### src/rtl/motor_status_pkg.sv
// motor_status_pkg: shared tags, field widths and FSM encoding for the motor status frame decoder
package motor_status_pkg;
  localparam int NUM_MOTORS = 10;
  localparam int PAYLOAD_W = 5;
  localparam logic [1:0] TAG_PEND_LO = 2'd0;
  localparam logic [1:0] TAG_PEND_HI = 2'd1;
  localparam logic [1:0] TAG_TERM_LO = 2'd2;
  localparam logic [1:0] TAG_TERM_HI = 2'd3;
  typedef enum logic [1:0] {IDLE, GOT0, GOT1, GOT2} rxState_t;
endpackage

### src/rtl/status_timeout_counter.sv
// status_timeout_counter: saturating idle counter that flags expiry at LIMIT-1
module status_timeout_counter #(
  parameter int LIMIT = 16384,
  parameter int CNT_W = 21
) (
  input  logic CLK,
  input  logic reset_n,
  input  logic clear,
  input  logic enable,
  output logic expired
);
  logic [CNT_W-1:0] cnt;
  assign expired = cnt == CNT_W'(LIMIT - 1);
  always_ff @(posedge CLK or negedge reset_n)
    if (!reset_n) cnt <= '0;
    else if (clear) cnt <= '0;
    else if (enable && !expired) cnt <= cnt + 1'b1;
endmodule

### src/rtl/motor_status_rx_decoder.sv
// motor_status_rx_decoder: reassembles tagged UART bytes into pending/term vectors, committed atomically per good frame
module motor_status_rx_decoder import motor_status_pkg::*; #(
  parameter int BYTE_GAP_TIMEOUT = 16384,
  parameter int LINK_TIMEOUT = 1048576,
  parameter int CNT_W = 21
) (
  input  logic                  CLK,
  input  logic                  reset_n,
  input  logic [7:0]            rx_data,
  input  logic                  rx_valid,
  output logic [NUM_MOTORS-1:0] pending,
  output logic [NUM_MOTORS-1:0] term,
  output logic [NUM_MOTORS-1:0] term_edge,
  output logic                  status_valid,
  output logic                  link_ok,
  output logic                  frame_err,
  output logic [7:0]            err_count,
  output logic [15:0]           frame_count
);
  rxState_t state, nextState;
  logic [1:0] tag;
  logic [PAYLOAD_W-1:0] stagePendLo, stagePendHi, stageTermLo;
  logic [NUM_MOTORS-1:0] newTerm;
  logic seqOk, commit, abort, gapExpired, linkExpired;
  always_comb begin
    tag = rx_data[7:6];
    seqOk = !rx_data[5] && (tag == TAG_PEND_LO || (tag == TAG_PEND_HI && state == GOT0) ||
            (tag == TAG_TERM_LO && state == GOT1) || (tag == TAG_TERM_HI && state == GOT2));
    commit = rx_valid && seqOk && tag == TAG_TERM_HI;
    // a fresh tag0 always restarts the frame, but discards any partial one as an error
    abort = rx_valid ? (!seqOk || (tag == TAG_PEND_LO && state != IDLE)) : (gapExpired && state != IDLE);
    nextState = !rx_valid ? (abort ? IDLE : state) : !seqOk ? IDLE :
                tag == TAG_PEND_LO ? GOT0 : tag == TAG_PEND_HI ? GOT1 : tag == TAG_TERM_LO ? GOT2 : IDLE;
    newTerm = {rx_data[PAYLOAD_W-1:0], stageTermLo};
  end
  status_timeout_counter #(.LIMIT(BYTE_GAP_TIMEOUT), .CNT_W(CNT_W)) gapTimer (
    .CLK(CLK), .reset_n(reset_n), .clear(rx_valid || state == IDLE),
    .enable(state != IDLE), .expired(gapExpired)
  );
  status_timeout_counter #(.LIMIT(LINK_TIMEOUT), .CNT_W(CNT_W)) linkTimer (
    .CLK(CLK), .reset_n(reset_n), .clear(commit), .enable(1'b1), .expired(linkExpired)
  );
  always_ff @(posedge CLK or negedge reset_n) begin
    if (!reset_n) begin
      state <= IDLE;
      stagePendLo <= '0;
      stagePendHi <= '0;
      stageTermLo <= '0;
      pending <= '0;
      term <= '0;
      term_edge <= '0;
      status_valid <= 1'b0;
      link_ok <= 1'b0;
      frame_err <= 1'b0;
      err_count <= '0;
      frame_count <= '0;
    end else begin
      state <= nextState;
      status_valid <= commit;
      frame_err <= abort;
      if (rx_valid && tag == TAG_PEND_LO) stagePendLo <= rx_data[PAYLOAD_W-1:0];
      if (rx_valid && tag == TAG_PEND_HI) stagePendHi <= rx_data[PAYLOAD_W-1:0];
      if (rx_valid && tag == TAG_TERM_LO) stageTermLo <= rx_data[PAYLOAD_W-1:0];
      if (abort && err_count != 8'hFF) err_count <= err_count + 8'd1;
      if (commit) begin
        pending <= {stagePendHi, stagePendLo};
        term <= newTerm;
        term_edge <= newTerm ^ term;
        frame_count <= frame_count + 16'd1;
        link_ok <= 1'b1;
      end else if (linkExpired) link_ok <= 1'b0;
    end
  end
endmodule

### config.mk
export PLATFORM = sky130hd
export DESIGN_NAME = motor_status_rx_decoder
export DESIGN_NICKNAME = d
export VERILOG_FILES = /design/src/rtl/motor_status_pkg.sv /design/src/rtl/status_timeout_counter.sv /design/src/rtl/motor_status_rx_decoder.sv
export SDC_FILE = /design/constraint.sdc
export NUM_CORES = 1
export LEC_CHECK = 0
export BUFFER_PORTS_ARGS = -buffer_cell sky130_fd_sc_hd__buf_4
export CAP_MARGIN = 20
export CORE_MARGIN = 1
export CORE_UTILIZATION = 45
export DETAILED_ROUTE_END_ITERATION = 12
export PLACE_DENSITY = 0.66
export SLEW_MARGIN = 20
export SYNTH_ARGS = -nofsm -noshare
export SYNTH_HDL_FRONTEND = slang
export SYNTH_SLANG_ARGS = --single-unit
### constraint.sdc
create_clock -name CLK -period 3.25 [get_ports CLK]
set_input_delay 0.4875 -clock CLK [delete_from_list [all_inputs] [get_ports CLK]]
set_output_delay 0.4875 -clock CLK [all_outputs]
set_load 0.005 [all_outputs]
# Word level (Yosys, flattened, before mapping)
# Cells that the tools add are included.
# op_classes
addsub,4
n_eq_ne,10
muxes,13
bitwise,1
reduce_logical,27
# op_table
cell,n
$mux 21,4
$add 21x1->21 const B,2
$eq 21x14->1 const B,1
$eq 21x20->1 const B,1
$add 16x1->16 const B,1
$logic_and 1x1->1,13
$mux 2,6
$xor 10x10->10,1
$add 8x1->8 const B,1
$eq 2x2->1 const B,4
$ne 8x8->1 const B,1
$reduce_bool 2->1,4
$logic_or 1x1->1,5
$eq 2x1->1 const B,2
$logic_not 2->1,2
$logic_not 1->1,3
$mux 1,3
$ne 2x2->1 const B,1
# totals
regBits,116
wordCells,69

# Depth between registers and ports, before layout
# Gate-level depths: netlist (run 1).
# depth
depth_word,11
depth_mapped,9
depth_no_buf,8

# Cells and area by module
# From an unflattened synthesis (run 1), not the netlist that was laid out.
# hier_totals
cells_unflattened,488
area_unflattened_um2,5550.3
# modules_own_cells
module,n_inst,cells_each,area_each_um2,seq_area_each_um2
motor_status_rx_decoder,1,246,3163.0,1851.8
status_timeout_counter at linkTimer,1,124,1222.4,525.5
status_timeout_counter at gapTimer,1,118,1164.9,525.5

# Worst setup path before layout (run 1)
# OpenSTA, ideal clock, no wires.
# synth_timing
path_type,input -> register
startpoint,input port rx_data[6]
endpoint,register err_count[1]
setup_ps,125
arrival_ps,2114
t_required_ps,3125
setup_slack_ps,1011
cell_stages,7
n_path_buf,0
cell_sequence,inv_1 -> ha_1 -> mux2_4 -> a221oi_4 -> o31ai_2 -> a21oi_2 -> mux2_2
# synth_via
elab_chain_len,10
# synth_rtl
item,line_no,rtl
"start, declared",motor_status_rx_decoder.sv:9,"input logic [7:0] rx_data,"
$eq 2x1->1,motor_status_rx_decoder.sv:27,seqOk = !rx_data[5] && (tag == TAG_PEND_LO || (tag == TAG_PEND_HI && state == GOT0) ||
$logic_and 1x1->1,motor_status_rx_decoder.sv:27,
$logic_or 1x1->1 (2 in series),motor_status_rx_decoder.sv:27,
$logic_or 1x1->1,motor_status_rx_decoder.sv:28,(tag == TAG_TERM_LO && state == GOT1) || (tag == TAG_TERM_HI && state == GOT2));
$logic_and 1x1->1,motor_status_rx_decoder.sv:27,
$logic_not 1->1,-,
$logic_or 1x1->1 (*),motor_status_rx_decoder.sv:31,abort = rx_valid ? (!seqOk || (tag == TAG_PEND_LO && state != IDLE)) : (gapExpired && state != IDLE);
$mux 1 (*),motor_status_rx_decoder.sv:31,
$logic_and 1x1->1 (*),motor_status_rx_decoder.sv:64,if (abort && err_count != 8'hFF) err_count <= err_count + 8'd1;
"end signal, assigned",motor_status_rx_decoder.sv:64,
"end, declared",motor_status_rx_decoder.sv:17,"output logic [7:0] err_count,"
# Every way passes the cells marked *; elsewhere a longest branch is shown, timed or not.
# A chain may end at the register's enable or synchronous reset.

# Final worst setup path (run 1)
# layout_timing
startpoint,register linkTimer.cnt[0]
endpoint,register linkTimer.cnt[3]
# layout_via
elab_chain_len,3
# layout_rtl
item,line_no,rtl
"start, declared",status_timeout_counter.sv:12,logic [CNT_W-1:0] cnt;
"start signal, assigned",status_timeout_counter.sv:17,else if (enable && !expired) cnt <= cnt + 1'b1;
$add 21x1->21,status_timeout_counter.sv:17,
$mux 21,status_timeout_counter.sv:17,
$mux 21,status_timeout_counter.sv:16,else if (clear) cnt <= '0;
# Parallel ways exist; a longest one is shown, timed or not. The select of a mux whose other input is x is not followed.

==> impl_metrics.py, run 1 <==
metrics = {
    "global_route": {
        "grt_antenna_before_repair": 0,
        "most_used_layer_global_route": "met2",
        "first_global_vias": 3631,
        "met1_usage_pct": 24.38,
        "gr-usage-met3_pct": 5.868,
        "grt_remaining_overflow": 0,
        "grt_util_met2_pct": 30.41,
        "grt_start_max_net_pins": 61,
        "globalRouteTotalUtil_pct": 18.91,
        "global_route_wire_length_before_repair_um": 17240,
    },
    "setup_path": {
        "critPathCaptureType": "register",
        "cp_common_cell": "sky130_fd_sc_hd__and4_1",
        "critPathMaxFanout": 7,
        "crit_type": "register to register",
        "worst_reg_to_reg_setup_slack_ns": 1.13,
        "worstPathCellList": "ha_1 -> and3_1 -> and4_1 -> nand3_1 -> and4_1 -> xnor2_1 -> nor2_1",
        "start_kind": "register",
        "regToRegStartpoint": "linkTimer.cnt[0]",
        "cp_slowest_cell": "sky130_fd_sc_hd__dfrtp_1",
        "crit_path_start": "linkTimer.cnt[0]",
        "critical_path.top_delay_family": "simple AND/OR/NAND/NOR gates",
        "crit_required_ns": 3.51,
        "worst_path_largest_cell_delay_ns": 0.40,
        "arrival_ns": 2.39,
        "critical_path.n_buffers_inverters": 0,
    },
    "timing": {
        "worstMarginPinSlew_ns": 0.7689,
        "maxSlewHeadroom_pct": 48.74,
        "finalSetupTns_ns": 0,
        "final.setup_skew_ns": 0.004103,
        "post_route_fraction_of_the_period_consumed_by_the_critical_path_pct": 65.31,
        "timing_hold_violations_final": 0,
        "period_needed_ns": 2.123,
        "max_freq_mhz": 471.1,
        "timing.final.setup_violations": 0,
        "final.setup.worst_slack_ns": 1.127,
        "rsz0062_at_grt": "false",
        "final_max_slew_viol_count": 0,
    },
    "floorplan": {
        "floorplan.die_area_um2": 11960,
        "placement_rows": 38,
        "core_box_area_um2": 11030,
        "io_pins": 68,
        "die_height_um": 109.3,
        "die_span_x_um": 109.3,
        "initial_core_util_pct": 47.01,
    },
    "cells_and_area": {
        "final_design_utilization_pct": 58.44,
        "syn2layout_area_growth_pct": 24.32,
        "num_antenna_cells": 0,
        "drive_gt1_share_pct": 29.16,
        "final_nets": 542,
        "num-fill-cells": 932,
    },
    "detailed_routing": {
        "drt_pass1_iterations": 4,
        "wl_per_cell_um": 15.14,
        "avgViaCountPerCell": 5.292,
        "drt_wl_total_um": 10220,
        "drtAntennaViolNets": 0,
        "vias": 3572,
        "drt_first_iter_violations": 212,
        "drc": 0,
    },
    "yosys": {
        "synthTopCellsByCount": "sky130_fd_sc_hd__dfrtp_1, sky130_fd_sc_hd__nor2_1, sky130_fd_sc_hd__xnor2_1, sky130_fd_sc_hd__mux2_2, sky130_fd_sc_hd__nand2_1",
        "synth_top_cell_area_share_pct": 55.98,
        "syn-cell-area_um2": 5185,
        "synth_top_cells_by_area": "sky130_fd_sc_hd__dfrtp_1, sky130_fd_sc_hd__mux2_2, sky130_fd_sc_hd__xnor2_1",
        "postSynthAreaPerCell_um2": 11.70,
        "synthDominantAreaCellType": "sky130_fd_sc_hd__dfrtp_1",
        "syn-instance-count": 443,
        "synth_edf_count": 0,
        "ys.warnings.count": 0,
        "ys_ff_latch": 116,
        "ys.flop_type": "sky130_fd_sc_hd__dfrtp_1",
        "synth_nets": 462,
        "ys_seq_area_share_pct": 55.98,
        "post-synth-top-count-cell": "sky130_fd_sc_hd__dfrtp_1",
        "ys_async_sr_fraction_pct": 100.0,
        "synth.lib_cells_used.distinct": 44,
    },
    "place": {
        "gp_congestion": 0.8266,
        "numPortBuffers": 67,
        "dp_slack_ns": 0.7671,
        "dp_hpwl_um": 7013,
    },
    "run_status": {
        "run_status": "finished, final reports clean",
    },
    "clock_tree": {
        "cts_tree": "done",
        "worst_setup_hold_path_clk_slew_ns": 0.05,
        "clock_tree.root_cell": "sky130_fd_sc_hd__clkbuf_16",
        "cts-root-to-sink-buffers": 2,
        "numClockSinks": 116,
        "cts_setup_buffers": 0,
        "clkLatencyLatePin_ns": 0.40,
        "ctsHtreeMaxLevel": 4,
        "cts_buffers": 17,
        "postCtsResizedCells": 0,
        "cts-hold-fix-buffers": 0,
    },
    "flow_run": {
        "max-cap-violations": 0,
    },
    "power_and_ir_drop": {
        "worst_ir_drop_vdd_mv": 0.4407,
        "leak_nw": 2.934,
        "power-per-cell-area_nw_per_um2": 717.7,
        "total_power_mw": 4.626,
    },
    "min_path": {
        "hp-class": "input port to async pin",
    },
}
stage by stage:
step,hold slack (ns),std cells,area (µm²)
final,0.1531,675,6446
after global routing,0.2181,675,6446
after CTS,0.1922,675,6446
after detailed placement,0.4868,644,5861
after global placement,0.4657,644,5861
after floorplan,0.1919,443,5185
final cells by class:
| type | instances | area [µm²] | share of cell area (%) |
|---|---|---|---|
| clock buffer | 21 | 480.5 | 7.453 |
| clock inverter | 10 | 105.1 | 1.630 |
| inverter | 2 | 7.507 | 0.1165 |
| multi-input combinational | 311 | 2212 | 34.32 |
| sequential | 116 | 2903 | 45.03 |
| tap | 140 | 175.2 | 2.717 |
| timing repair buffer | 75 | 563.0 | 8.734 |
kinds of logic (layout without fill, tap and decap cells):
kind of cell / Yosys count / in the layout / synth area share [%]
XOR/XNOR: 61 / 61 / 10.30
buffers and inverters: 16 / 108 / 1.351
AO/OA/AOI/OAI: 40 / 40 / 5.478
AND/OR/NAND/NOR: 163 / 163 / 16.43
flip-flops: 116 / 116 / 55.98
adder cells (fa/ha/maj): 8 / 8 / 1.931
multiplexers: 39 / 39 / 8.518
routing by layer:
| layer | wire (µm) | vias to the layer above |
|---|---|---|
| li1 | - | 1703 |
| met4 | 103 | 0 |
| met5 | 0 | - |
| met3 | 549 | 12 |
| met1 | 4671 | 1773 |
| met2 | 4896 | 84 |
registers in the layout, summed over array words and instances (netlist names):
register       flops
state              2
stageTermLo        5
pending           10
link_ok            1
stagePendHi        5
term              10
err_count          8
status_valid       1
linkTimer.cnt     21
stagePendLo        5
frame_err          1
term_edge         10
frame_count       16
gapTimer.cnt      21
cells in the final DEF (no fill, tap or decap), types with 13 or more instances in the layout:
cell	synthesis	final
sky130_fd_sc_hd__xor2_1	20	20
sky130_fd_sc_hd__and3_1	13	13
sky130_fd_sc_hd__and4_1	13	13
sky130_fd_sc_hd__nand3_1	24	24
sky130_fd_sc_hd__a21oi_1	14	14
sky130_fd_sc_hd__dfrtp_1	116	116
sky130_fd_sc_hd__buf_4	0	75
sky130_fd_sc_hd__nor2_1	52	52
sky130_fd_sc_hd__nand2_1	29	29
sky130_fd_sc_hd__xnor2_1	41	41
sky130_fd_sc_hd__clkbuf_16	0	17
sky130_fd_sc_hd__mux2_2	37	37
worst reg2reg max path, delay by kind of cell, from the launching register on:
family | cells | cell delay, ns
simple gates | 5 | 1.25
xor+xnor | 1 | 0.14
fa+ha+maj | 1 | 0.20
flops | 1 | 0.40
path summary, 6_finish.rpt:
kind                                    end  cells after the start
max in group asynchronous  linkTimer.cnt[2]                      2
min                            status_valid                      1
min in group CLK             stagePendLo[1]                      2
min reg2reg                 frame_count[15]                      1
max reg2reg                linkTimer.cnt[3]                      7
max                        linkTimer.cnt[3]                      7
where the power goes:
part           switching [mW]  internal, mW
Combinational           0.306         0.472
Clock                   0.623          1.20
Sequential              0.283          1.75
(Power assumes the default switching activity.)
==> run 2: changes to the inputs <==
--- a/config.mk
+++ b/config.mk
@@ -5,12 +5,13 @@
 export SDC_FILE = /design/constraint.sdc
 export NUM_CORES = 1
 export LEC_CHECK = 0
+export ABC_AREA = 1
 export BUFFER_PORTS_ARGS = -buffer_cell sky130_fd_sc_hd__buf_4
 export CAP_MARGIN = 20
 export CORE_MARGIN = 1
 export CORE_UTILIZATION = 45
 export DETAILED_ROUTE_END_ITERATION = 12
-export PLACE_DENSITY = 0.66
+export PLACE_DENSITY = 0.68
 export SLEW_MARGIN = 20
 export SYNTH_ARGS = -nofsm -noshare
 export SYNTH_HDL_FRONTEND = slang
==> constraint.sdc (replaced) <==
create_clock -name CLK -period 1.8 [get_ports CLK]
set_input_delay 0.27 -clock CLK [delete_from_list [all_inputs] [get_ports CLK]]
set_output_delay 0.27 -clock CLK [all_outputs]
set_load 0.005 [all_outputs]
==> run 2 against run 1 <==
  * Count of clock-buffer cells in the layout is the same
  * Die area grew 12%
  * Clock skew grew 0.0040 ns
  * First-iteration DRC count grew 58%
  * Sequential cell count is the same
  * Synthesized area grew 12%
  * Wire length grew 28%
  * Worst hold slack gained 0.014 ns
  * Largest cell class unchanged
==> impl_metrics.py, run 2 <==
metrics = {
    "power_and_ir_drop": {
        "worst_ir_drop_vdd_mv": 0.6560,
        "power.internal_mw": 6.052,
        "power-per-cell-area_nw_per_um2": 1163,
        "power.share.clock_pct": 38.3,
        "sequentialPowerShare_pct": 42.0,
        "net_switching_power_mw": 2.468,
        "leak_nw": 3.573,
        "switching_share_pct": 28.97,
        "power_frac_comb_pct": 19.7,
    },
    "place": {
        "dp_slack_ns": -0.04005,
        "dp_hpwl_um": 9537,
        "gp_congestion": 0.9501,
        "numPortBuffers": 67,
    },
    "yosys": {
        "ys_ff_latch": 116,
        "synth.lib_cells_used.distinct": 34,
        "ys.flop_type": "sky130_fd_sc_hd__dfrtp_1",
        "post-synth-top-count-cell": "sky130_fd_sc_hd__nand2_1",
        "syn-cell-area_um2": 5823,
        "synth_top_cell_area_share_pct": 49.85,
        "synth_top_cells_by_area": "sky130_fd_sc_hd__dfrtp_1, sky130_fd_sc_hd__nand2_1, sky130_fd_sc_hd__o21ai_0",
        "synth_edf_count": 0,
        "synth_nets": 732,
        "syn-instance-count": 713,
        "ys_seq_area_share_pct": 49.85,
        "synthTopCellsByCount": "sky130_fd_sc_hd__nand2_1, sky130_fd_sc_hd__dfrtp_1, sky130_fd_sc_hd__inv_1, sky130_fd_sc_hd__o21ai_0",
        "postSynthAreaPerCell_um2": 8.167,
        "ys_async_sr_fraction_pct": 100.0,
        "synthDominantAreaCellType": "sky130_fd_sc_hd__dfrtp_1",
        "ys.warnings.count": 0,
    },
    "timing": {
        "period_needed_ns": 1.710,
        "worstMarginPinSlew_ns": 0.5269,
        "final.setup_skew_ns": 0.008085,
        "timing.final.setup_violations": 0,
        "final.setup.worst_slack_ns": 0.08969,
        "max_freq_mhz": 584.7,
        "timing_hold_violations_final": 0,
        "finalSetupTns_ns": 0,
        "maxSlewHeadroom_pct": 64.55,
        "post_route_fraction_of_the_period_consumed_by_the_critical_path_pct": 95.02,
        "final_max_slew_viol_count": 0,
        "rsz0062_at_grt": "false",
    },
    "floorplan": {
        "die_span_x_um": 115.8,
        "io_pins": 68,
        "placement_rows": 41,
        "floorplan.die_area_um2": 13400,
        "core_box_area_um2": 12620,
        "die_height_um": 115.8,
        "initial_core_util_pct": 46.14,
    },
    "cells_and_area": {
        "num-fill-cells": 1153,
        "drive_gt1_share_pct": 18.09,
        "final_nets": 835,
        "most-common-layout-cells": "sky130_fd_sc_hd__nand2_1, sky130_fd_sc_hd__dfrtp_1, sky130_fd_sc_hd__buf_4",
        "largest_registers": "gapTimer.cnt: 21 flops, linkTimer.cnt: 21 flops, frame_count: 16 flops",
        "num_antenna_cells": 0,
        "multi_input_area_um2": 2580,
        "layout.cells.most_common": "sky130_fd_sc_hd__nand2_1",
        "syn2layout_area_growth_pct": 25.87,
        "seq_area_um2": 2903,
    },
    "detailed_routing": {
        "vias": 4949,
        "drt_wl_total_um": 13130,
        "avgViaCountPerCell": 4.944,
        "drc": 0,
        "wl_per_cell_um": 13.12,
        "drt_first_iter_violations": 335,
        "drt_pass1_iterations": 7,
        "drtAntennaViolNets": 0,
    },
    "setup_path": {
        "arrival_ns": 2.04,
        "critPathCaptureType": "register",
        "start_kind": "register",
        "crit_type": "register to register",
        "crit_required_ns": 2.13,
        "critPathMaxFanout": 4,
    },
    "clock_tree": {
        "clock_tree.root_cell": "sky130_fd_sc_hd__clkbuf_16",
        "cts_tree": "done",
        "ctsHtreeMaxLevel": 4,
        "cts_buffers": 17,
        "cts-root-to-sink-buffers": 2,
        "worst_setup_hold_path_clk_slew_ns": 0.06,
        "clkLatencyLatePin_ns": 0.41,
        "numClockSinks": 116,
    },
    "global_route": {
        "globalRouteTotalUtil_pct": 21.70,
        "grt_antenna_before_repair": 0,
        "grt_remaining_overflow": 0,
        "global_route_wire_length_before_repair_um": 22640,
        "grt_start_max_net_pins": 41,
        "first_global_vias": 4842,
    },
    "min_path": {
        "hp-class": "input port to register",
    },
    "run_status": {
        "run_status": "finished, final reports clean",
    },
    "flow_run": {
        "max-cap-violations": 0,
    },
}
[run 2: power groups by stage]
stage | clock network (mW) | logic (mW) | registers, mW
floorplan | 0 | 0.894 | 3.54
detailed placement | 0 | 1.69 | 3.60
finish | 3.26 | 1.68 | 3.58
global route | 3.47 | 1.92 | 3.65
CTS | 3.34 | 1.70 | 3.58
global placement | 0 | 1.64 | 3.59
[run 2: stage by stage]
step / utilization [%] / cell area (µm²) / std cells / power (mW) / hold WS [ns]
global placement: 53.08 / 6699 / 966 / 5.226 / 0.2663
global route: 58.08 / 7330 / 1001 / 9.044 / 0.1733
detailed placement: 53.08 / 6699 / 966 / 5.297 / 0.2764
floorplan: - / 5823 / 713 / 4.435 / -0.02559
CTS: 57.74 / 7287 / 999 / 8.611 / 0.1527
finish: 58.08 / 7330 / 1001 / 8.521 / 0.1668
[run 2: worst max-delay path, cell delays in order, from the launching register on]
cell and delay (ns):
sky130_fd_sc_hd__dfrtp_1 0.37, sky130_fd_sc_hd__ha_1 0.20, sky130_fd_sc_hd__nand2_1 0.11, sky130_fd_sc_hd__nor2_4 0.12, sky130_fd_sc_hd__nand2_1 0.11, sky130_fd_sc_hd__nor2_4 0.14, sky130_fd_sc_hd__nand4_4 0.15, sky130_fd_sc_hd__buf_4 0.18
sky130_fd_sc_hd__buf_4 0.12, sky130_fd_sc_hd__a31oi_1 0.12
[run 2: per-layer routing]
| metal | track usage, % | share of wire, % |
|---|---|---|
| met5 | 0 | 0 |
| met2 | 35.17 | 49 |
| met1 | 28.03 | 47 |
| met3 | 6.172 | 3.7 |
| met4 | 7.265 | 1.1 |
[run 2: cells by family after synthesis]
logic type / share of synthesized area [%]
AND/OR/NAND/NOR: 28.34
flip-flops: 49.85
buffers and inverters: 6.253
AO/OA/AOI/OAI: 7.069
XOR/XNOR: 6.768
adder cells (fa/ha/maj): 1.719
[run 2: cell type report]
class | instances | area share, %
flip-flops and latches | 116 | 39.60
well taps | 172 | 2.936
inverters | 69 | 3.534
multi-input cells | 512 | 35.20
repair buffers | 100 | 10.84
clock buffers | 21 | 6.145
clock inverters | 11 | 1.741
[run 2: path summary, 6_finish.rpt]
kind                            startpoint           endpoint  slack [ns]  depth (start not counted)
setup / recovery           gapTimer.cnt[1]    gapTimer.cnt[9]        0.09                          9
hold / removal                  rx_data[3]       term_edge[8]        0.17                          3
setup reg to reg           gapTimer.cnt[1]    gapTimer.cnt[9]        0.09                          9
hold reg to reg             stagePendLo[3]         pending[3]        0.47                          2
max in group asynchronous          reset_n  linkTimer.cnt[12]        0.85                          3
min in group asynchronous          reset_n   linkTimer.cnt[3]        0.37                          2
[run 2: timing repair]
item	4_1_cts	5_1_grt
hold endpoints to repair	31	0
hold buffers	1	0
setup endpoints to repair	0	25
setup buffers	0	2
resized for setup	0	5
==> run 3: changes to the inputs <==
--- a/config.mk
+++ b/config.mk
@@ -8,10 +8,11 @@
 export ABC_AREA = 1
 export BUFFER_PORTS_ARGS = -buffer_cell sky130_fd_sc_hd__buf_4
 export CAP_MARGIN = 20
+export CORE_ASPECT_RATIO = 1.75
 export CORE_MARGIN = 1
-export CORE_UTILIZATION = 45
+export CORE_UTILIZATION = 53
 export DETAILED_ROUTE_END_ITERATION = 12
-export PLACE_DENSITY = 0.68
+export PLACE_DENSITY = 0.77
 export SLEW_MARGIN = 20
 export SYNTH_ARGS = -nofsm -noshare
 export SYNTH_HDL_FRONTEND = slang
==> run 3 against run 2 <==
  * Combinational power about the same
  * Sequential share of layout area increased by 0.31 points
  * First-iteration DRC count decreased by 6.6%
  * Fmax decreased by 0.49%
  * Largest cell class unchanged
  * Design area decreased by 0.77%
  * Core utilization increased by 9.9 points
  * Clock power about the same
==> impl_metrics.py, run 3 (synthesis gave the netlist of run 2 again) <==
metrics = {
    "run_status": {
        "run_status": "finished, final reports clean",
    },
    "setup_path": {
        "start_kind": "register",
        "worstPathCellList": "ha_1 -> nand2_2 -> nor2_4 -> nand2_2 -> nor2_4 -> nand4_4 -> buf_4 -> nand2_1 -> o21ai_0",
        "worst_path_largest_cell_delay_ns": 0.36,
        "worst_reg_to_reg_setup_slack_ns": 0.08,
        "arrival_ns": 2.00,
        "critPathCaptureType": "register",
        "critical_path.top_delay_family": "simple AND/OR/NAND/NOR gates",
        "cp_slowest_cell": "sky130_fd_sc_hd__dfrtp_1",
        "critical_path.n_buffers_inverters": 1,
        "crit_required_ns": 2.08,
        "r2r_cells": 9,
        "regToRegStartpoint": "gapTimer.cnt[1]",
        "worstReg2RegEnd": "state[1]",
        "crit_type": "register to register",
        "critPathMaxFanout": 4,
    },
    "cells_and_area": {
        "final_design_utilization_pct": 67.99,
        "final_cells": 954,
        "syn2layout_area_growth_pct": 24.90,
        "final_nets": 830,
        "drive_gt1_share_pct": 18.45,
        "num_antenna_cells": 0,
        "most-common-layout-cells": "sky130_fd_sc_hd__nand2_1, sky130_fd_sc_hd__dfrtp_1, sky130_fd_sc_hd__buf_4",
        "layout.cells.most_common": "sky130_fd_sc_hd__nand2_1",
        "largest_registers": "gapTimer.cnt: 21 flops, linkTimer.cnt: 21 flops, frame_count: 16 flops",
    },
    "timing": {
        "finalSetupTns_ns": 0,
        "period_needed_ns": 1.719,
        "final_max_slew_viol_count": 0,
        "maxSlewHeadroom_pct": 65.26,
        "worstMarginPinSlew_ns": 0.5163,
        "final.setup_skew_ns": 0.007171,
        "post_route_fraction_of_the_period_consumed_by_the_critical_path_pct": 95.49,
        "max_freq_mhz": 581.8,
        "timing_hold_violations_final": 0,
        "timing.final.setup_violations": 0,
    },
    "detailed_routing": {
        "wl_per_cell_um": 14.49,
        "avgViaCountPerCell": 5.338,
        "drtAntennaViolNets": 0,
        "vias": 5092,
        "drt_wl_total_um": 13820,
        "drt_first_iter_violations": 313,
        "drt_pass1_iterations": 5,
        "drc": 0,
    },
    "clock_tree": {
        "ctsHtreeMaxLevel": 4,
        "clkLatencyLatePin_ns": 0.41,
        "cts-root-to-sink-buffers": 2,
        "worst_setup_hold_path_clk_slew_ns": 0.06,
        "numClockSinks": 116,
        "clock_tree.root_cell": "sky130_fd_sc_hd__clkbuf_16",
        "cts_buffers": 17,
        "cts_tree": "done",
    },
    "global_route": {
        "first_global_vias": 5352,
        "grt_antenna_before_repair": 0,
        "globalRouteTotalUtil_pct": 27.10,
        "grt_remaining_overflow": 0,
        "global_route_wire_length_before_repair_um": 23730,
        "grt_start_max_net_pins": 50,
    },
    "floorplan": {
        "floorplan.die_area_um2": 11430,
        "die_height_um": 140.7,
        "io_pins": 68,
        "initial_core_util_pct": 54.43,
        "placement_rows": 50,
        "core_box_area_um2": 10700,
        "die_span_x_um": 81.24,
    },
    "min_path": {
        "hold_path.startpoint": "rx_data[0]",
        "worst_hold_path.num_cells": 3,
        "hp-class": "input port to register",
        "holdPathEnd": "term_edge[5]",
    },
    "power_and_ir_drop": {
        "power-per-cell-area_nw_per_um2": 1181,
        "worst_ir_drop_vdd_mv": 0.8233,
        "leak_nw": 3.554,
    },
    "place": {
        "placed_cells_incl_taps": 919,
        "dp_hpwl_um": 10040,
        "gp_congestion": 0.9310,
        "numPortBuffers": 67,
    },
    "flow_run": {
        "max-cap-violations": 0,
    },
}
==> run 3: changes by cell type in the layout (fill, tap and decap cells not counted), sizes merged <==
cell    change
inv         +1
clkinv      +2
buf         -5
clkbuf      -3
==> run 3: through the flow <==
| step | hold WS, ns | total power [mW] | worst slack [ns] | area (µm²) |
|---|---|---|---|---|
| global placement | 0.2061 | 5.220 | 0.03947 | 6621 |
| CTS | 0.1567 | 8.628 | 0.03354 | 7219 |
| floorplan | -0.02559 | 4.435 | 0.1834 | 5823 |
| global route | 0.1724 | 9.061 | -0.002511 | 7273 |
| finish | 0.1639 | 8.589 | 0.08123 | 7273 |
| detailed placement | 0.2150 | 5.314 | -0.08345 | 6621 |
==> run 3: cell type report <==
class / count / area, µm²
fill: 813 / 3425
sequential: 116 / 2903
multi-input combinational: 512 / 2600
timing repair buffer: 95 / 765.7
clock buffer: 18 / 429.2
inverter: 69 / 259.0
tap: 130 / 162.7
clock inverter: 14 / 153.9
==> run 3: power by group <==
part | internal, mW | total [mW] | switching [mW] | leakage [nW]
logic | 0.859 | 1.71 | 0.855 | 1.77
registers | 3.11 | 3.59 | 0.483 | 1.50
clock network | 2.05 | 3.29 | 1.24 | 0.277
==> run 3: repair_timing <==
item	4_1_cts	5_1_grt
setup buffers	0	2
hold buffers	1	0
hold endpoints to repair	24	0
resized for setup	1	9
setup endpoints to repair	4	20
pin swaps	0	2
==> run 3: worst register-to-register path, cell delays in order, from the launching register on <==
cell	delay (ns)
sky130_fd_sc_hd__dfrtp_1	0.36
sky130_fd_sc_hd__ha_1	0.20
sky130_fd_sc_hd__nand2_2	0.09
sky130_fd_sc_hd__nor2_4	0.13
sky130_fd_sc_hd__nand2_2	0.09
sky130_fd_sc_hd__nor2_4	0.18
sky130_fd_sc_hd__nand4_4	0.17
sky130_fd_sc_hd__buf_4	0.20
sky130_fd_sc_hd__nand2_1	0.08
sky130_fd_sc_hd__o21ai_0	0.10
==> run 3: layer usage <==
layer / track usage, % / vias to the layer above / share of wire, %
li1: - / 2487 / -
met1: 29.10 / 2411 / 38
met2: 46.66 / 150 / 54
met3: 6.537 / 44 / 4.1
met4: 16.35 / 0 / 3.7
met5: 0 / - / 0
==> run 3: how the worst max path moves through the flow <==
stage          cells after the start                end              from
2_1_floorplan                      8  linkTimer.cnt[12]  linkTimer.cnt[0]
3_3_place_gp                      10       err_count[0]   gapTimer.cnt[1]
3_5_place_dp                      10   linkTimer.cnt[9]        rx_data[6]
4_1_cts                           10       err_count[6]   gapTimer.cnt[1]
5_1_grt                            9   gapTimer.cnt[18]   gapTimer.cnt[1]
6_report                           9           state[1]   gapTimer.cnt[1]
